<file path="config.mk">
export PLATFORM = sky130hd
export DESIGN_NAME = pos_cell_reader
export DESIGN_NICKNAME = d
export VERILOG_FILES = /design/src/rtl/pos_cell_reader.sv
export SDC_FILE = /design/constraint.sdc
export NUM_CORES = 1
export LEC_CHECK = 0
export BUFFER_PORTS_ARGS = -buffer_cell sky130_fd_sc_hd__buf_4
export CAP_MARGIN = 0
export CORE_ASPECT_RATIO = 0.5
export CORE_UTILIZATION = 59
export DETAILED_ROUTE_END_ITERATION = 10
export GPL_TIMING_DRIVEN = 1
export PLACE_DENSITY = 0.77
export SLEW_MARGIN = 0
export SYNTH_ARGS = -nofsm -noshare
export SYNTH_HDL_FRONTEND = slang
export SYNTH_SLANG_ARGS = --single-unit
export TNS_END_PERCENT = 10
</file>
<file path="constraint.sdc">
create_clock -name clk -period 22.7 [get_ports clk]
set_clock_uncertainty 0.2 [all_clocks]
set_input_delay 4.54 -clock clk [delete_from_list [all_inputs] [get_ports clk]]
set_output_delay 4.54 -clock clk [all_outputs]
set_load 0.02 [all_outputs]
</file>
<file path="src/rtl/pos_cell_reader.sv">
// Read-side sequencer for one position cell RAM: fetches the particle count,
// then streams words 1..count through a credit-controlled output FIFO.
module pos_cell_reader #(
  parameter int DATA_WIDTH   = 96,
  parameter int ADDR_WIDTH   = 8,
  parameter int PARTICLE_NUM = 220,
  parameter int RD_LAT       = 2,
  parameter int FIFO_DEPTH   = 4
) (
  input  logic                  clk,
  input  logic                  rst,
  input  logic                  start,
  output logic                  busy,
  output logic                  done,
  output logic                  cnt_err,
  output logic                  rd_en,
  output logic [ADDR_WIDTH-1:0] rd_addr,
  input  logic [DATA_WIDTH-1:0] rd_data,
  output logic                  out_valid,
  input  logic                  out_ready,
  output logic [DATA_WIDTH-1:0] out_pos,
  output logic [ADDR_WIDTH-1:0] out_idx,
  output logic                  out_last
);

  localparam int FC_W  = $clog2(FIFO_DEPTH + 1);
  localparam int TOT_W = $clog2(FIFO_DEPTH + RD_LAT + 2) + 1;
  localparam logic [ADDR_WIDTH-1:0] CNT_MAX = ADDR_WIDTH'(PARTICLE_NUM - 1);

  typedef enum logic [2:0] {
    S_IDLE, S_CNT_REQ, S_CNT_WAIT, S_STREAM, S_DRAIN, S_FIN
  } state_t;

  typedef struct packed {
    logic                  vld;
    logic                  is_cnt;
    logic [ADDR_WIDTH-1:0] addr;
  } tag_t;

  typedef struct packed {
    logic [DATA_WIDTH-1:0] pos;
    logic [ADDR_WIDTH-1:0] idx;
    logic                  last;
  } entry_t;

  state_t                state_q, state_d;
  logic                  busy_q, busy_d;
  logic                  done_q, done_d;
  logic                  cnt_err_q, cnt_err_d;
  logic                  rd_en_q, rd_en_d;
  logic [ADDR_WIDTH-1:0] rd_addr_q, rd_addr_d;
  logic [ADDR_WIDTH-1:0] count_q, count_d;
  logic [ADDR_WIDTH-1:0] next_addr_q, next_addr_d;
  tag_t                  tag_q [RD_LAT];
  tag_t                  tag_d [RD_LAT];
  entry_t                fifo_q [FIFO_DEPTH];
  entry_t                fifo_d [FIFO_DEPTH];
  logic [FC_W-1:0]       fifo_cnt_q, fifo_cnt_d;
  logic                  out_valid_q, out_valid_d;

  logic                  push, pop, credit;
  entry_t                push_entry;
  logic [FC_W-1:0]       wr_pos;
  logic [TOT_W-1:0]      inflight, outstanding;
  logic [ADDR_WIDTH-1:0] cnt_raw;

  // Read tracking and FIFO; the head slot fifo_q[0] drives out_* directly.
  always_comb begin
    // NOTE: every always_comb output gets a default first so no path infers a latch.
    tag_d[0].vld    = rd_en_q;
    tag_d[0].is_cnt = (state_q == S_CNT_REQ);
    tag_d[0].addr   = rd_addr_q;
    for (int i = 1; i < RD_LAT; i++) tag_d[i] = tag_q[i-1];

    push            = tag_q[RD_LAT-1].vld && !tag_q[RD_LAT-1].is_cnt;
    pop             = out_valid_q && out_ready;
    push_entry.pos  = rd_data;
    push_entry.idx  = tag_q[RD_LAT-1].addr;
    push_entry.last = (tag_q[RD_LAT-1].addr == count_q);

    for (int i = 0; i < FIFO_DEPTH; i++) fifo_d[i] = fifo_q[i];
    if (pop) begin
      for (int i = 0; i < FIFO_DEPTH - 1; i++) fifo_d[i] = fifo_q[i+1];
    end
    wr_pos = fifo_cnt_q - FC_W'(pop);
    for (int i = 0; i < FIFO_DEPTH; i++) begin
      if (push && wr_pos == FC_W'(i)) fifo_d[i] = push_entry;
    end
    fifo_cnt_d  = fifo_cnt_q + FC_W'(push) - FC_W'(pop);
    out_valid_d = (fifo_cnt_d != '0);

    // Data reads issued but not yet in the FIFO; the count read is excluded.
    inflight = TOT_W'(rd_en_q && state_q != S_CNT_REQ);
    for (int i = 0; i < RD_LAT; i++) begin
      inflight = inflight + TOT_W'(tag_q[i].vld && !tag_q[i].is_cnt);
    end
    // The pop in this cycle frees its slot, which keeps one read per cycle going.
    outstanding = TOT_W'(fifo_cnt_q) + inflight - TOT_W'(pop);
    credit      = (outstanding < TOT_W'(FIFO_DEPTH));
  end

  always_comb begin
    state_d     = state_q;
    busy_d      = busy_q;
    done_d      = 1'b0;
    cnt_err_d   = cnt_err_q;
    rd_en_d     = 1'b0;
    rd_addr_d   = rd_addr_q;
    count_d     = count_q;
    next_addr_d = next_addr_q;
    cnt_raw     = rd_data[ADDR_WIDTH-1:0];

    unique case (state_q)
      S_IDLE: begin
        if (start) begin
          state_d   = S_CNT_REQ;
          busy_d    = 1'b1;
          cnt_err_d = 1'b0;
          rd_en_d   = 1'b1;
          rd_addr_d = '0;
        end
      end
      S_CNT_REQ: state_d = S_CNT_WAIT;
      S_CNT_WAIT: begin
        if (tag_q[RD_LAT-1].vld && tag_q[RD_LAT-1].is_cnt) begin
          if (cnt_raw > CNT_MAX) begin
            cnt_raw   = CNT_MAX;
            cnt_err_d = 1'b1;
          end
          count_d = cnt_raw;
          if (cnt_raw == '0) begin
            state_d = S_FIN;
            done_d  = 1'b1;
          end else begin
            // The FIFO is empty here, so the first read needs no credit check.
            rd_en_d     = 1'b1;
            rd_addr_d   = ADDR_WIDTH'(1);
            next_addr_d = ADDR_WIDTH'(2);
            state_d     = (cnt_raw == ADDR_WIDTH'(1)) ? S_DRAIN : S_STREAM;
          end
        end
      end
      S_STREAM: begin
        if (credit) begin
          rd_en_d     = 1'b1;
          rd_addr_d   = next_addr_q;
          next_addr_d = next_addr_q + ADDR_WIDTH'(1);
          if (next_addr_q == count_q) state_d = S_DRAIN;
        end
      end
      S_DRAIN: begin
        if (outstanding == '0) begin
          state_d = S_FIN;
          done_d  = 1'b1;
        end
      end
      S_FIN: begin
        busy_d  = 1'b0;
        state_d = S_IDLE;
      end
      default: state_d = S_IDLE;
    endcase
  end

  always_ff @(posedge clk or posedge rst) begin
    if (rst) begin
      state_q     <= S_IDLE;
      busy_q      <= 1'b0;
      done_q      <= 1'b0;
      cnt_err_q   <= 1'b0;
      rd_en_q     <= 1'b0;
      rd_addr_q   <= '0;
      count_q     <= '0;
      next_addr_q <= '0;
      fifo_cnt_q  <= '0;
      out_valid_q <= 1'b0;
      for (int i = 0; i < RD_LAT; i++) tag_q[i] <= '0;
      // NOTE: the FIFO is a handful of flops, not RAM, and its head is the visible
      // out_* port, so it is reset rather than left undefined.
      for (int i = 0; i < FIFO_DEPTH; i++) fifo_q[i] <= '0;
    end else begin
      // NOTE: non-blocking assignments so every flop samples pre-edge values.
      state_q     <= state_d;
      busy_q      <= busy_d;
      done_q      <= done_d;
      cnt_err_q   <= cnt_err_d;
      rd_en_q     <= rd_en_d;
      rd_addr_q   <= rd_addr_d;
      count_q     <= count_d;
      next_addr_q <= next_addr_d;
      fifo_cnt_q  <= fifo_cnt_d;
      out_valid_q <= out_valid_d;
      for (int i = 0; i < RD_LAT; i++) tag_q[i] <= tag_d[i];
      for (int i = 0; i < FIFO_DEPTH; i++) fifo_q[i] <= fifo_d[i];
    end
  end

  assign busy      = busy_q;
  assign done      = done_q;
  assign cnt_err   = cnt_err_q;
  assign rd_en     = rd_en_q;
  assign rd_addr   = rd_addr_q;
  assign out_valid = out_valid_q;
  assign out_pos   = fifo_q[0].pos;
  assign out_idx   = fifo_q[0].idx;
  assign out_last  = fifo_q[0].last;

endmodule

</file>
Word-level counts from Yosys, hierarchy flattened
Cells that the tools add are included.
{ "totals": {"out_inout_bits": 118, "elab_cells": 125, "input_bits": 100, "ff_bits": 475} }
{ "op_classes": {"n_reduce_logical": 29, "add_sub_neg": 8, "magnitude_cmp": 2, "n_mux": 39, "eq_ne": 19} }
{ "op_table": {"columns": ["op", "n"], "rows": [
  ["$mux W105", 3],
  ["$mux W315", 1],
  ["$mux W8", 10],
  ["$pmux W8 S3", 1],
  ["$mux W3", 7],
  ["$eq A8 B8 Y1", 2],
  ["$pmux W8 S2", 1],
  ["$pmux W3 S5", 1],
  ["$ne A2 B2 Y1 const B", 7],
  ["$eq A3 B2 Y1 const B", 4],
  ["$reduce_bool A2 Y1", 6],
  ["$mux W1", 11],
  ["$reduce_and A5 Y1", 2],
  ["$logic_and A1 B1 Y1", 9],
  ["$add A8 B1 Y8 const B", 1],
  ["$eq A8 B1 Y1 const B", 1],
  ["$gt A8 B8 Y1 const B", 1],
  ["$logic_not A8 Y1", 1],
  ["$reduce_and A4 Y1", 2],
  ["$eq A3 B1 Y1 const B", 2],
  ["$eq A3 B3 Y1 const B", 2],
  ["$logic_not A3 Y1", 2],
  ["$pmux W1 S2", 3],
  ["$reduce_bool A3 Y1", 2],
  ["other kinds (12)", 15]
]} }

Depth between registers and ports, before layout
Gate-level depths: netlist of run 1.
{ "depth": {"word_depth": 9, "mapped_depth": 16, "ltp_nobuf": 13} }

Least setup slack after synthesis of run 1
OpenSTA, ideal clock, no wires.
{ "synth_path": {"path_type": "input to register", "start": "input out_ready", "end": "register done_q, in the netlist done", "required_time_ns": 22.417, "setup_time_ns": 0.083, "path_slack_ns": 14.759, "cell_stages": 15, "arrival_time_ns": 7.659, "path_cell_list": "nand2_2 -> inv_1 -> buf_2 -> buf_1 -> ha_1 -> fa_1 -> inv_1 -> ha_1 -> inv_1 -> fa_1 -> nand2b_1 -> o221ai_1 -> nand2_1 -> or4b_1 -> o21ai_0"} }
{ "synth_via": {"elab_chain_len": 5} }
{ "synth_rtl": {"columns": ["item", "line_no", "text"], "rows": [
  ["start, declared", "20", "input logic out_ready,"],
  ["$logic_and A1 B1 Y1", "76", "pop = out_valid_q && out_ready;"],
  ["$sub A4 B1 Y4", "98", "outstanding = TOT_W'(fifo_cnt_q) + inflight - TOT_W'(pop);"],
  ["$logic_not A4 Y1", "152", "if (outstanding == '0) begin"],
  ["$mux W1", "152", null],
  ["$pmux W1 S2", "113", "unique case (state_q)"],
  ["net done_d", "48", "logic done_q, done_d;"],
  ["end signal, assigned", "185", "done_q <= done_d;"],
  ["end, declared", "48", null]
]} }
The timed path passes the listed nets, and every way through them passes these cells.
A chain may end at the register's enable or synchronous reset.

Worst setup path in the final report of run 1
{ "layout_path": {"start": "input out_ready", "end": "register, netlist name fifo_q[253]"} }
{ "layout_via": {"elab_chain_len": 5, "word_cells_on_any_way": 6} }
{ "layout_rtl": {"columns": ["item", "line_no", "text"], "rows": [
  ["$logic_and A1 B1 Y1 *", "76", null],
  ["$sub A3 B1 Y3", "85", "wr_pos = fifo_cnt_q - FC_W'(pop);"],
  ["$eq A3 B1 Y1", "87", "if (push && wr_pos == FC_W'(i)) fifo_d[i] = push_entry;"],
  ["$logic_and A1 B1 Y1", "87", null],
  ["$mux W105 or $reduce_bool A2 Y1 (tied branches)", null, null]
]} }
Mark *: on every way between the ends. The rest lies on a longest branch, timed or not.

==> flow_metrics.env, run 1 <==
export IMPL_synthSimpleGateAreaFrac_pct=11.7
export IMPL_antenna_cells=0
export IMPL_grt_max_degree=179
export IMPL_synth_top_area_share_pct=55.1
export IMPL_post_drt_wl_per_cell_um=16.8
export IMPL_final_min_clock_period_ps=8480
export IMPL_antenna_found_initial=0
export IMPL_vias=14500
export IMPL_htree_levels=2
export IMPL_dieHeight_um=137
export IMPL_crit_top_cell="buf_4"
export IMPL_cp_arrival_ps=8660
export IMPL_finalCritPeriodShare_pct=37.4
export IMPL_ys_types=47
export IMPL_syn_to_final_growth_pct=11.0
export IMPL_grt_ovfl_total=0
export IMPL_synth_top_area_cell="dfrtp_1"
export IMPL_crit_type="input port to flip-flop"
export IMPL_slowest_stage="buf_4"
export IMPL_p_leak_nw=11.0
export IMPL_ctsResizeCount=0
export IMPL_drc=1
export IMPL_vias_per_cell=5.55
export IMPL_drt_first_iter_violations=1241
export IMPL_finalSetupViolCount=0
export IMPL_drt_wl_total_mm=43.9
export IMPL_cts_buffers=42
export IMPL_cpLargestDelayFamily="buffers and inverters"
export IMPL_clock_root_buffer="clkbuf_16"
export IMPL_synth_xor_area_share_pct=0.765
export IMPL_synth_top_family_by_area="multiplexers"
export IMPL_drive_gt1_share_pct=19.6
export IMPL_grt_pass1_wl_mm=71.9
export IMPL_layout_common_cells="dfrtp_1 (475), nand2_1 (470), buf_4 (232)"
export IMPL_pin_count=218
export IMPL_portBuffers=217
export IMPL_synth_nets=2180
export IMPL_hp_class="flip-flop to flip-flop"
export IMPL_setup_tns_ps=0
export IMPL_die_area_mm2=0.0374
export IMPL_synth_fa_ha_area_share_pct=0.858
export IMPL_power_density_mw_per_mm2=138
export IMPL_crit_path_cell_trace="buf_4, nand2_8, inv_8, ha_1, ha_1, xor2_2, nor4b_4, buf_4, buf_4, o21ai_0"
export IMPL_drv_cap=0
export IMPL_netlist_area_mm2=0.0216
export IMPL_tightestPinTransition_ps=1170
export IMPL_cts_hold_buffers=0
export IMPL_start_util_pct=60.0
export IMPL_outcome="finished with violations"
export IMPL_timing_hold_violations_final=0
export IMPL_clock_sinks=475
export IMPL_synth_edf_count=0
export IMPL_critPathRequiredTime_ps=22880
export IMPL_violations="DRC"
export IMPL_cts_setup_buffers=0
export IMPL_grt_setup_unrepaired="false"
export IMPL_synth_seq_area_share_pct=55.1
export IMPL_ant_nets=0
export IMPL_max_freq_mhz=118
export IMPL_synth_seq_cells=475
export IMPL_cts_buffer_depth=3
export IMPL_start_kind="input port"
export IMPL_num_rows=49
export IMPL_critPathMaxStageDelay_ps=920
export IMPL_ys_async_sr_fraction_pct=100
export IMPL_nets=2212
export IMPL_muxShareOfSynthArea_pct=15.4
export IMPL_first_pass_iters=8
export IMPL_cts_tree="done"
export IMPL_slew_violations=0
export IMPL_core_area_mm2=0.0360
export IMPL_cp_end_kind="flip-flop"
export IMPL_ir_worst_vdd_mv=0.0731
export IMPL_clk_latency_ps=550
export IMPL_synth_ff_type="dfrtp_1"
export IMPL_fillerInstances=2779
export IMPL_netlist_top_cells_area="dfrtp_1 (55%), mux2i_1 (10%), nand2_1 (8.2%)"
export IMPL_place_hpwl_mm=26.3
export IMPL_worst_path_buf_inv=4
export IMPL_synthCells=2067
export IMPL_die_w_um=272
export IMPL_synth_compound_area_share_pct=9.02
export IMPL_relSlewSlack_pct=21.8
export IMPL_grt_pass1_vias=13900
export IMPL_path_clk_slew_ps=60
export IMPL_crit_path_max_fanout=135
export IMPL_gp_congestion=0.779
export IMPL_yosysWarnings=0
export IMPL_synth_avg_cell_area_um2=10.4
export IMPL_grtUsageTotal_pct=23.6
export IMPL_final_common_cell="dfrtp_1"
export IMPL_utilization_pct=66.5
==> flip-flops by register name (all words and copies together) (netlist names) <==
signal,count
rd_en,1
rd_addr,8
out_pos,96
out_last,1
count_q,8
tag_d,10
push_entry,8
done,1
fifo_cnt_q,3
tag_q,2
out_valid,1
cnt_err,1
state_q,3
busy,1
next_addr_q,8
out_idx,8
fifo_q,315
==> cells in the mapped netlist (all sizes together), types with 8 or more instances <==
master / number
dfrtp: 475
nand2: 471
o21ai: 221
mux2i: 215
buf: 179
nor2: 119
a31oi: 108
mux2: 104
clkbuf: 66
xor2: 18
inv: 17
nand3: 12
ha: 10
a21oi: 8
==> per-stage QoR <==
step / instances / hold slack [ps] / setup WS (ps) / area (um2) / power, W
final: 2614 / 148 / 14220 / 23900 / 0.00331
after global routing: 2614 / 153 / 13850 / 23900 / 0.00353
after CTS: 2614 / 149 / 14270 / 23900 / 0.00334
after detailed placement: 2539 / 135 / 13680 / 22500 / 0.00258
after global placement: 2539 / 132 / 13850 / 22500 / 0.00252
after floorplan: 2067 / 131 / 4710 / 21600 / 0.00234
==> final timing paths <==
kind	startpoint	end	slack (ps)	cells after the start
max in group asynchronous	rst	fifo_q[183]	16570	3
min	tag_d[0]	push_entry[1]	150	0
min reg2reg	tag_d[0]	push_entry[1]	150	0
max reg2reg	out_valid	fifo_q[253]	17770	9
max	out_ready	fifo_q[253]	14220	10
min in group asynchronous	rst	fifo_q[303]	3980	2
==> metal layers <==
layer | track usage, % | up-vias | share of wire [%]
li1 | - | 6952 | -
met1 | 33.1 | 7215 | 46
met2 | 39.1 | 262 | 49
met3 | 3.35 | 73 | 3.2
met4 | 5.87 | 0 | 2.3
met5 | 0 | - | 0
==> cell type report <==
cell class	count	area, um2	share of cell area (%)
clock inverter	17	246	1.03
timing repair buffer	233	1760	7.36
tap	484	606	2.53
multi-input combinational	1330	8180	34.1
clock buffer	58	1190	4.98
inverter	17	78.8	0.329
sequential	475	11900	49.6
==> cells by family (layout without fill, tap and decap cells) <==
group                      after synthesis  after routing
adders and majority gates               13             13
AOI/OAI and AO/OA                      349            349
and+or+nand+nor                        631            631
DFF                                    475            475
buffers and inverters                  262            325
muxes                                  319            319
xor gates and xnor gates                18             18
==> power breakdown <==
part           internal (W)  switching (W)  leakage (nW)  total, W
logic              0.000492       0.000572          4.57   0.00106
clock network      0.000437       0.000317         0.701  0.000754
registers           0.00125       0.000241          5.73   0.00149
total               0.00218        0.00113          11.0   0.00331
(Power assumes the default switching activity.)
==> run 2, diff against run 1 <==
--- a/config.mk
+++ b/config.mk
@@ -8,10 +8,10 @@
 export BUFFER_PORTS_ARGS = -buffer_cell sky130_fd_sc_hd__buf_4
 export CAP_MARGIN = 0
 export CORE_ASPECT_RATIO = 0.5
-export CORE_UTILIZATION = 59
+export CORE_UTILIZATION = 54
 export DETAILED_ROUTE_END_ITERATION = 10
 export GPL_TIMING_DRIVEN = 1
-export PLACE_DENSITY = 0.77
+export PLACE_DENSITY = 0.74
 export SLEW_MARGIN = 0
 export SYNTH_ARGS = -nofsm -noshare
 export SYNTH_HDL_FRONTEND = slang
==> constraint.sdc (replaced) <==
create_clock -name clk -period 7.4 [get_ports clk]
set_clock_uncertainty 0.2 [all_clocks]
set_input_delay 1.48 -clock clk [delete_from_list [all_inputs] [get_ports clk]]
set_output_delay 1.48 -clock clk [all_outputs]
set_load 0.02 [all_outputs]
==> run 2 against run 1 <==
Compared with the run above:
- sequential cell count unchanged
- largest cell class unchanged
- clock-buffer cell count grew 4
- the flow now finishes without violations
- non-clock buffer count decreased by 1
- final area is essentially flat
- final cell count grew 1.6%
- critical path depth up 4
- clock power grew to 2.8 times the previous value
- worst hold slack better by 1.6 ps
- largest power group unchanged
- worst setup slack got worse by 12000 ps
- routed wire length rose by 1.2%
==> flow_metrics.env, run 2 (synthesis results as in run 1) <==
export IMPL_outcome="completed"
export IMPL_grt_pass1_wl_mm=72.7
export IMPL_clock_sinks=475
export IMPL_final_seq_area_mm2=0.0119
export IMPL_start_util_pct=55.2
export IMPL_cts_hold_buffers=0
export IMPL_max_freq_mhz=200
export IMPL_power_density_mw_per_mm2=417
export IMPL_die_area_mm2=0.0408
export IMPL_layout_common_cells="dfrtp_1 (475), nand2_1 (470), buf_4 (224)"
export IMPL_cts_buffers=42
export IMPL_finalSetupViolCount=0
export IMPL_vias_per_cell=5.41
export IMPL_drv_cap=0
export IMPL_die_w_um=285
export IMPL_crit_path_max_fanout=81
export IMPL_final_min_clock_period_ps=5010
export IMPL_path_clk_slew_ps=60
export IMPL_timing_hold_violations_final=0
export IMPL_post_place_ws_ps=1770
export IMPL_drc=0
export IMPL_p_leak_nw=11.0
export IMPL_grt_max_degree=211
export IMPL_cts_buffer_depth=3
export IMPL_htree_levels=2
export IMPL_hp_class="flip-flop to flip-flop"
export IMPL_finalCritPeriodShare_pct=67.7
export IMPL_clock_root_buffer="clkbuf_16"
export IMPL_core_area_mm2=0.0391
export IMPL_drive_gt1_share_pct=19.4
export IMPL_gp_congestion=0.767
export IMPL_syn_to_final_growth_pct=11.0
export IMPL_utilization_pct=61.2
export IMPL_portBuffers=217
export IMPL_nets=2211
export IMPL_cp_end_kind="flip-flop"
export IMPL_antenna_cells=0
export IMPL_clk_latency_ps=550
export IMPL_design_area_mm2=0.0240
export IMPL_place_hpwl_mm=26.1
export IMPL_drt_first_iter_violations=1143
export IMPL_grt_ovfl_total=0
export IMPL_post_drt_wl_per_cell_um=16.7
export IMPL_largest_register="fifo_q"
export IMPL_final_common_cell="dfrtp_1"
export IMPL_critPathRequiredTime_ps=7620
export IMPL_num_rows=51
export IMPL_setup_ws_ps=2390
export IMPL_setup_tns_ps=0
export IMPL_fillerInstances=3170
export IMPL_cts_tree="done"
export IMPL_ir_worst_vdd_mv=0.218
export IMPL_dieHeight_um=143
export IMPL_grt_setup_unrepaired="false"
export IMPL_antenna_found_initial=0
export IMPL_placed_area_mm2=0.0226
export IMPL_grtUsageTotal_pct=21.7
export IMPL_crit_type="input port to flip-flop"
export IMPL_largest_reg_flops=315
export IMPL_pin_count=218
export IMPL_ant_nets=0
export IMPL_grt_pass1_vias=13900
export IMPL_start_kind="input port"
export IMPL_first_pass_iters=5
export IMPL_drt_wl_total_mm=44.5
export IMPL_tightestPinTransition_ps=1210
export IMPL_cts_setup_buffers=0
export IMPL_relSlewSlack_pct=19.3
export IMPL_ctsResizeCount=0
export IMPL_multiInputGateArea_mm2=0.00818
export IMPL_slew_violations=0
export IMPL_cp_arrival_ps=5230
export IMPL_vias=14400
[run 2: through the flow]
| step | power (W) | std cells | hold slack, ps |
|---|---|---|---|
| after floorplan | 0.00719 | 2067 | 131 |
| after global placement | 0.00775 | 2584 | 133 |
| after detailed placement | 0.00791 | 2584 | 137 |
| after CTS | 0.0101 | 2657 | 154 |
| after global routing | 0.0107 | 2657 | 165 |
| final | 0.00998 | 2657 | 149 |
[run 2: layer usage]
metal	GRT usage [%]	up-vias	part of all wire (%)
li1	-	6933	-
met1	29.7	7194	46
met2	36.9	201	49
met3	3.25	56	3.4
met4	4.95	0	1.8
met5	0	-	0
[run 2: area by class of cell]
class	count	area share (%)
inverter	17	0.313
sequential	475	49.6
tap	530	2.77
clock buffer	62	5.12
clock inverter	11	0.360
multi-input combinational	1330	34.1
timing repair buffer	232	7.69
[run 2: worst paths after layout]
kind / start / endpoint / slack [ps] / cells past startpoint
worst max-delay path: out_ready / rd_addr[1] / 2390 / 14
worst min-delay path: tag_d[7] / push_entry[8] / 150 / 0
worst max register to register: out_valid / rd_addr[1] / 2920 / 13
worst min register to register: tag_d[7] / push_entry[8] / 150 / 0
max in group asynchronous: rst / push_entry[3] / 4860 / 4
min in group asynchronous: rst / out_pos[60] / 750 / 2
[run 2: report_power, final]
| group | total [W] | switching, W | internal, W |
|---|---|---|---|
| Clock | 0.00214 | 0.000960 | 0.00118 |
| Combinational | 0.00328 | 0.00176 | 0.00152 |
| Sequential | 0.00456 | 0.000722 | 0.00384 |
| Total | 0.00998 | 0.00344 | 0.00654 |
[run 2: critical path, stage by stage]
cell and delay [ps]:
buf_4 130, nand2_8 470, inv_8 290, ha_1 430, fa_1 470, inv_1 70
ha_1 170, inv_1 60, fa_1 410, nand2b_1 160, o221ai_1 250, nand3_1 470
nand3_1 240, o21ai_0 100
==> run 3, diff against run 2 <==
==> constraint.sdc (replaced) <==
create_clock -name clk -period 4.4 [get_ports clk]
set_clock_uncertainty 0.2 [all_clocks]
set_input_delay 0.88 -clock clk [delete_from_list [all_inputs] [get_ports clk]]
set_output_delay 0.88 -clock clk [all_outputs]
set_load 0.02 [all_outputs]
==> run 3 against run 2 <==
Compared with the run above:
- critical path type is now flip-flop to flip-flop
- clock power increased by 78%
- final area increased by 1.7%
- final cell count is 0.83% higher
- routed wire length up 0.72%
- highest routed layer unchanged
==> flow_metrics.env, run 3 (synthesis results as in run 1) <==
export IMPL_crit_start="state_q[1]"
export IMPL_pin_count=218
export IMPL_grt_setup_unrepaired="false"
export IMPL_utilization_pct=62.3
export IMPL_min_from="tag_d[4]"
export IMPL_ir_worst_vdd_mv=0.311
export IMPL_largest_reg_flops=315
export IMPL_cp_end_kind="flip-flop"
export IMPL_num_rows=51
export IMPL_placed_area_mm2=0.0229
export IMPL_hp_class="flip-flop to flip-flop"
export IMPL_vias_per_cell=5.40
export IMPL_nets=2229
export IMPL_whs_ps=149
export IMPL_htree_levels=2
export IMPL_cts_tree="done"
export IMPL_syn_to_final_growth_pct=12.9
export IMPL_drt_wl_total_mm=44.8
export IMPL_antenna_found_initial=1
export IMPL_layout_common_cells="dfrtp_1 (475), nand2_1 (470), buf_4 (229)"
export IMPL_die_area_mm2=0.0408
export IMPL_r2r_start="state_q[1]"
export IMPL_slew_violations=0
export IMPL_cts_buffers=43
export IMPL_clock_root_buffer="clkbuf_16"
export IMPL_finalSetupViolCount=0
export IMPL_grt_max_degree=150
export IMPL_clock_sinks=475
export IMPL_final_common_cell="dfrtp_1"
export IMPL_largest_register="fifo_q"
export IMPL_relSlewSlack_pct=34.4
export IMPL_gp_congestion=0.799
export IMPL_drt_first_iter_violations=1009
export IMPL_finalCritPeriodShare_pct=85.7
export IMPL_cts_setup_buffers=0
export IMPL_start_util_pct=55.2
export IMPL_ant_nets=0
export IMPL_drv_cap=0
export IMPL_tightestPinTransition_ps=985
export IMPL_design_area_mm2=0.0244
export IMPL_clk_latency_ps=540
export IMPL_ctsResizeCount=0
export IMPL_grtUsageTotal_pct=21.9
export IMPL_grt_ovfl_total=0
export IMPL_core_area_mm2=0.0391
export IMPL_crit_type="flip-flop to flip-flop"
export IMPL_power_density_mw_per_mm2=703
export IMPL_grt_pass1_vias=14200
export IMPL_max_freq_mhz=265
export IMPL_place_hpwl_mm=28.4
export IMPL_vias=14500
export IMPL_post_drt_wl_per_cell_um=16.7
export IMPL_grt_pass1_wl_mm=73.6
export IMPL_dieHeight_um=143
export IMPL_timing_hold_violations_final=0
export IMPL_crit_path_max_fanout=12
export IMPL_drive_gt1_share_pct=20.3
export IMPL_drc=0
export IMPL_final_min_clock_period_ps=3770
export IMPL_start_kind="flip-flop"
export IMPL_portBuffers=217
export IMPL_first_pass_iters=5
export IMPL_critPathRequiredTime_ps=4630
export IMPL_path_clk_slew_ps=70
export IMPL_outcome="completed"
export IMPL_cts_buffer_depth=3
export IMPL_setup_tns_ps=0
export IMPL_die_w_um=285
export IMPL_cp_arrival_ps=4000
export IMPL_p_leak_nw=11.2
export IMPL_dp_cells=2601
export IMPL_cts_hold_buffers=0
export IMPL_fillerInstances=3124
export IMPL_final_instance_count_excl_fill=2679
==> run 3: cell types whose count changed in the layout (fill, tap and decap cells not counted), sizes merged <==
cell / before / now
inv: 17 / 16
diode: 0 / 1
buf: 232 / 249
clkinvlp: 2 / 1
bufinv: 1 / 2
clkbuf: 62 / 67
==> run 3: routing by layer <==
metal	vias to the layer above	global-route usage [%]	share of wire, %
met3	68	3.21	3.3
met1	7186	29.5	45
li1	6996	-	-
met4	0	5.32	2.0
met5	-	0	0
met2	220	37.8	50
==> run 3: critical path, stage by stage, from the launching register on <==
cell and delay, ps:
dfrtp_1 510, nand2b_1 230, o21ai_0 300, fa_1 480, inv_1 70, ha_1 170
inv_1 60, fa_1 410, nand2b_1 160, o221ai_1 280, and3_1 460, nand4_1 170
mux2i_1 150
==> run 3: where the power goes <==
| part | switching, W | internal, W | total (W) |
|---|---|---|---|
| logic | 0.00299 | 0.00263 | 0.00562 |
| clock network | 0.00162 | 0.00219 | 0.00381 |
| registers | 0.00123 | 0.00645 | 0.00769 |
| total | 0.00584 | 0.0113 | 0.0171 |
==> run 3: layout make-up <==
cell class              count  area (um2)  area share [%]
flip-flops and latches    475       11900            48.8
multi-input cells        1330        8180            33.6
repair buffers            249        2120            8.70
clock buffers              67        1330            5.46
well taps                 530         663            2.72
clock inverters            10         100           0.411
inverters                  17        75.1           0.308
diodes                      1        2.50          0.0103
==> run 3: worst paths after layout <==
check	endpoint	slack, ps	cells past startpoint
max	next_addr_q[4]	630	12
min	push_entry[5]	150	0
max reg2reg	next_addr_q[4]	630	12
min reg2reg	push_entry[5]	150	0
max in group asynchronous	out_idx[4]	2920	4
min in group asynchronous	out_pos[69]	280	3
==> run 3: metrics by stage <==
step / total power, W / setup WS [ps]
after floorplan: 0.0121 / -3110
after global placement: 0.0131 / 280
after detailed placement: 0.0134 / 169
after CTS: 0.0173 / 595
after global routing: 0.0183 / 324
final: 0.0171 / 629
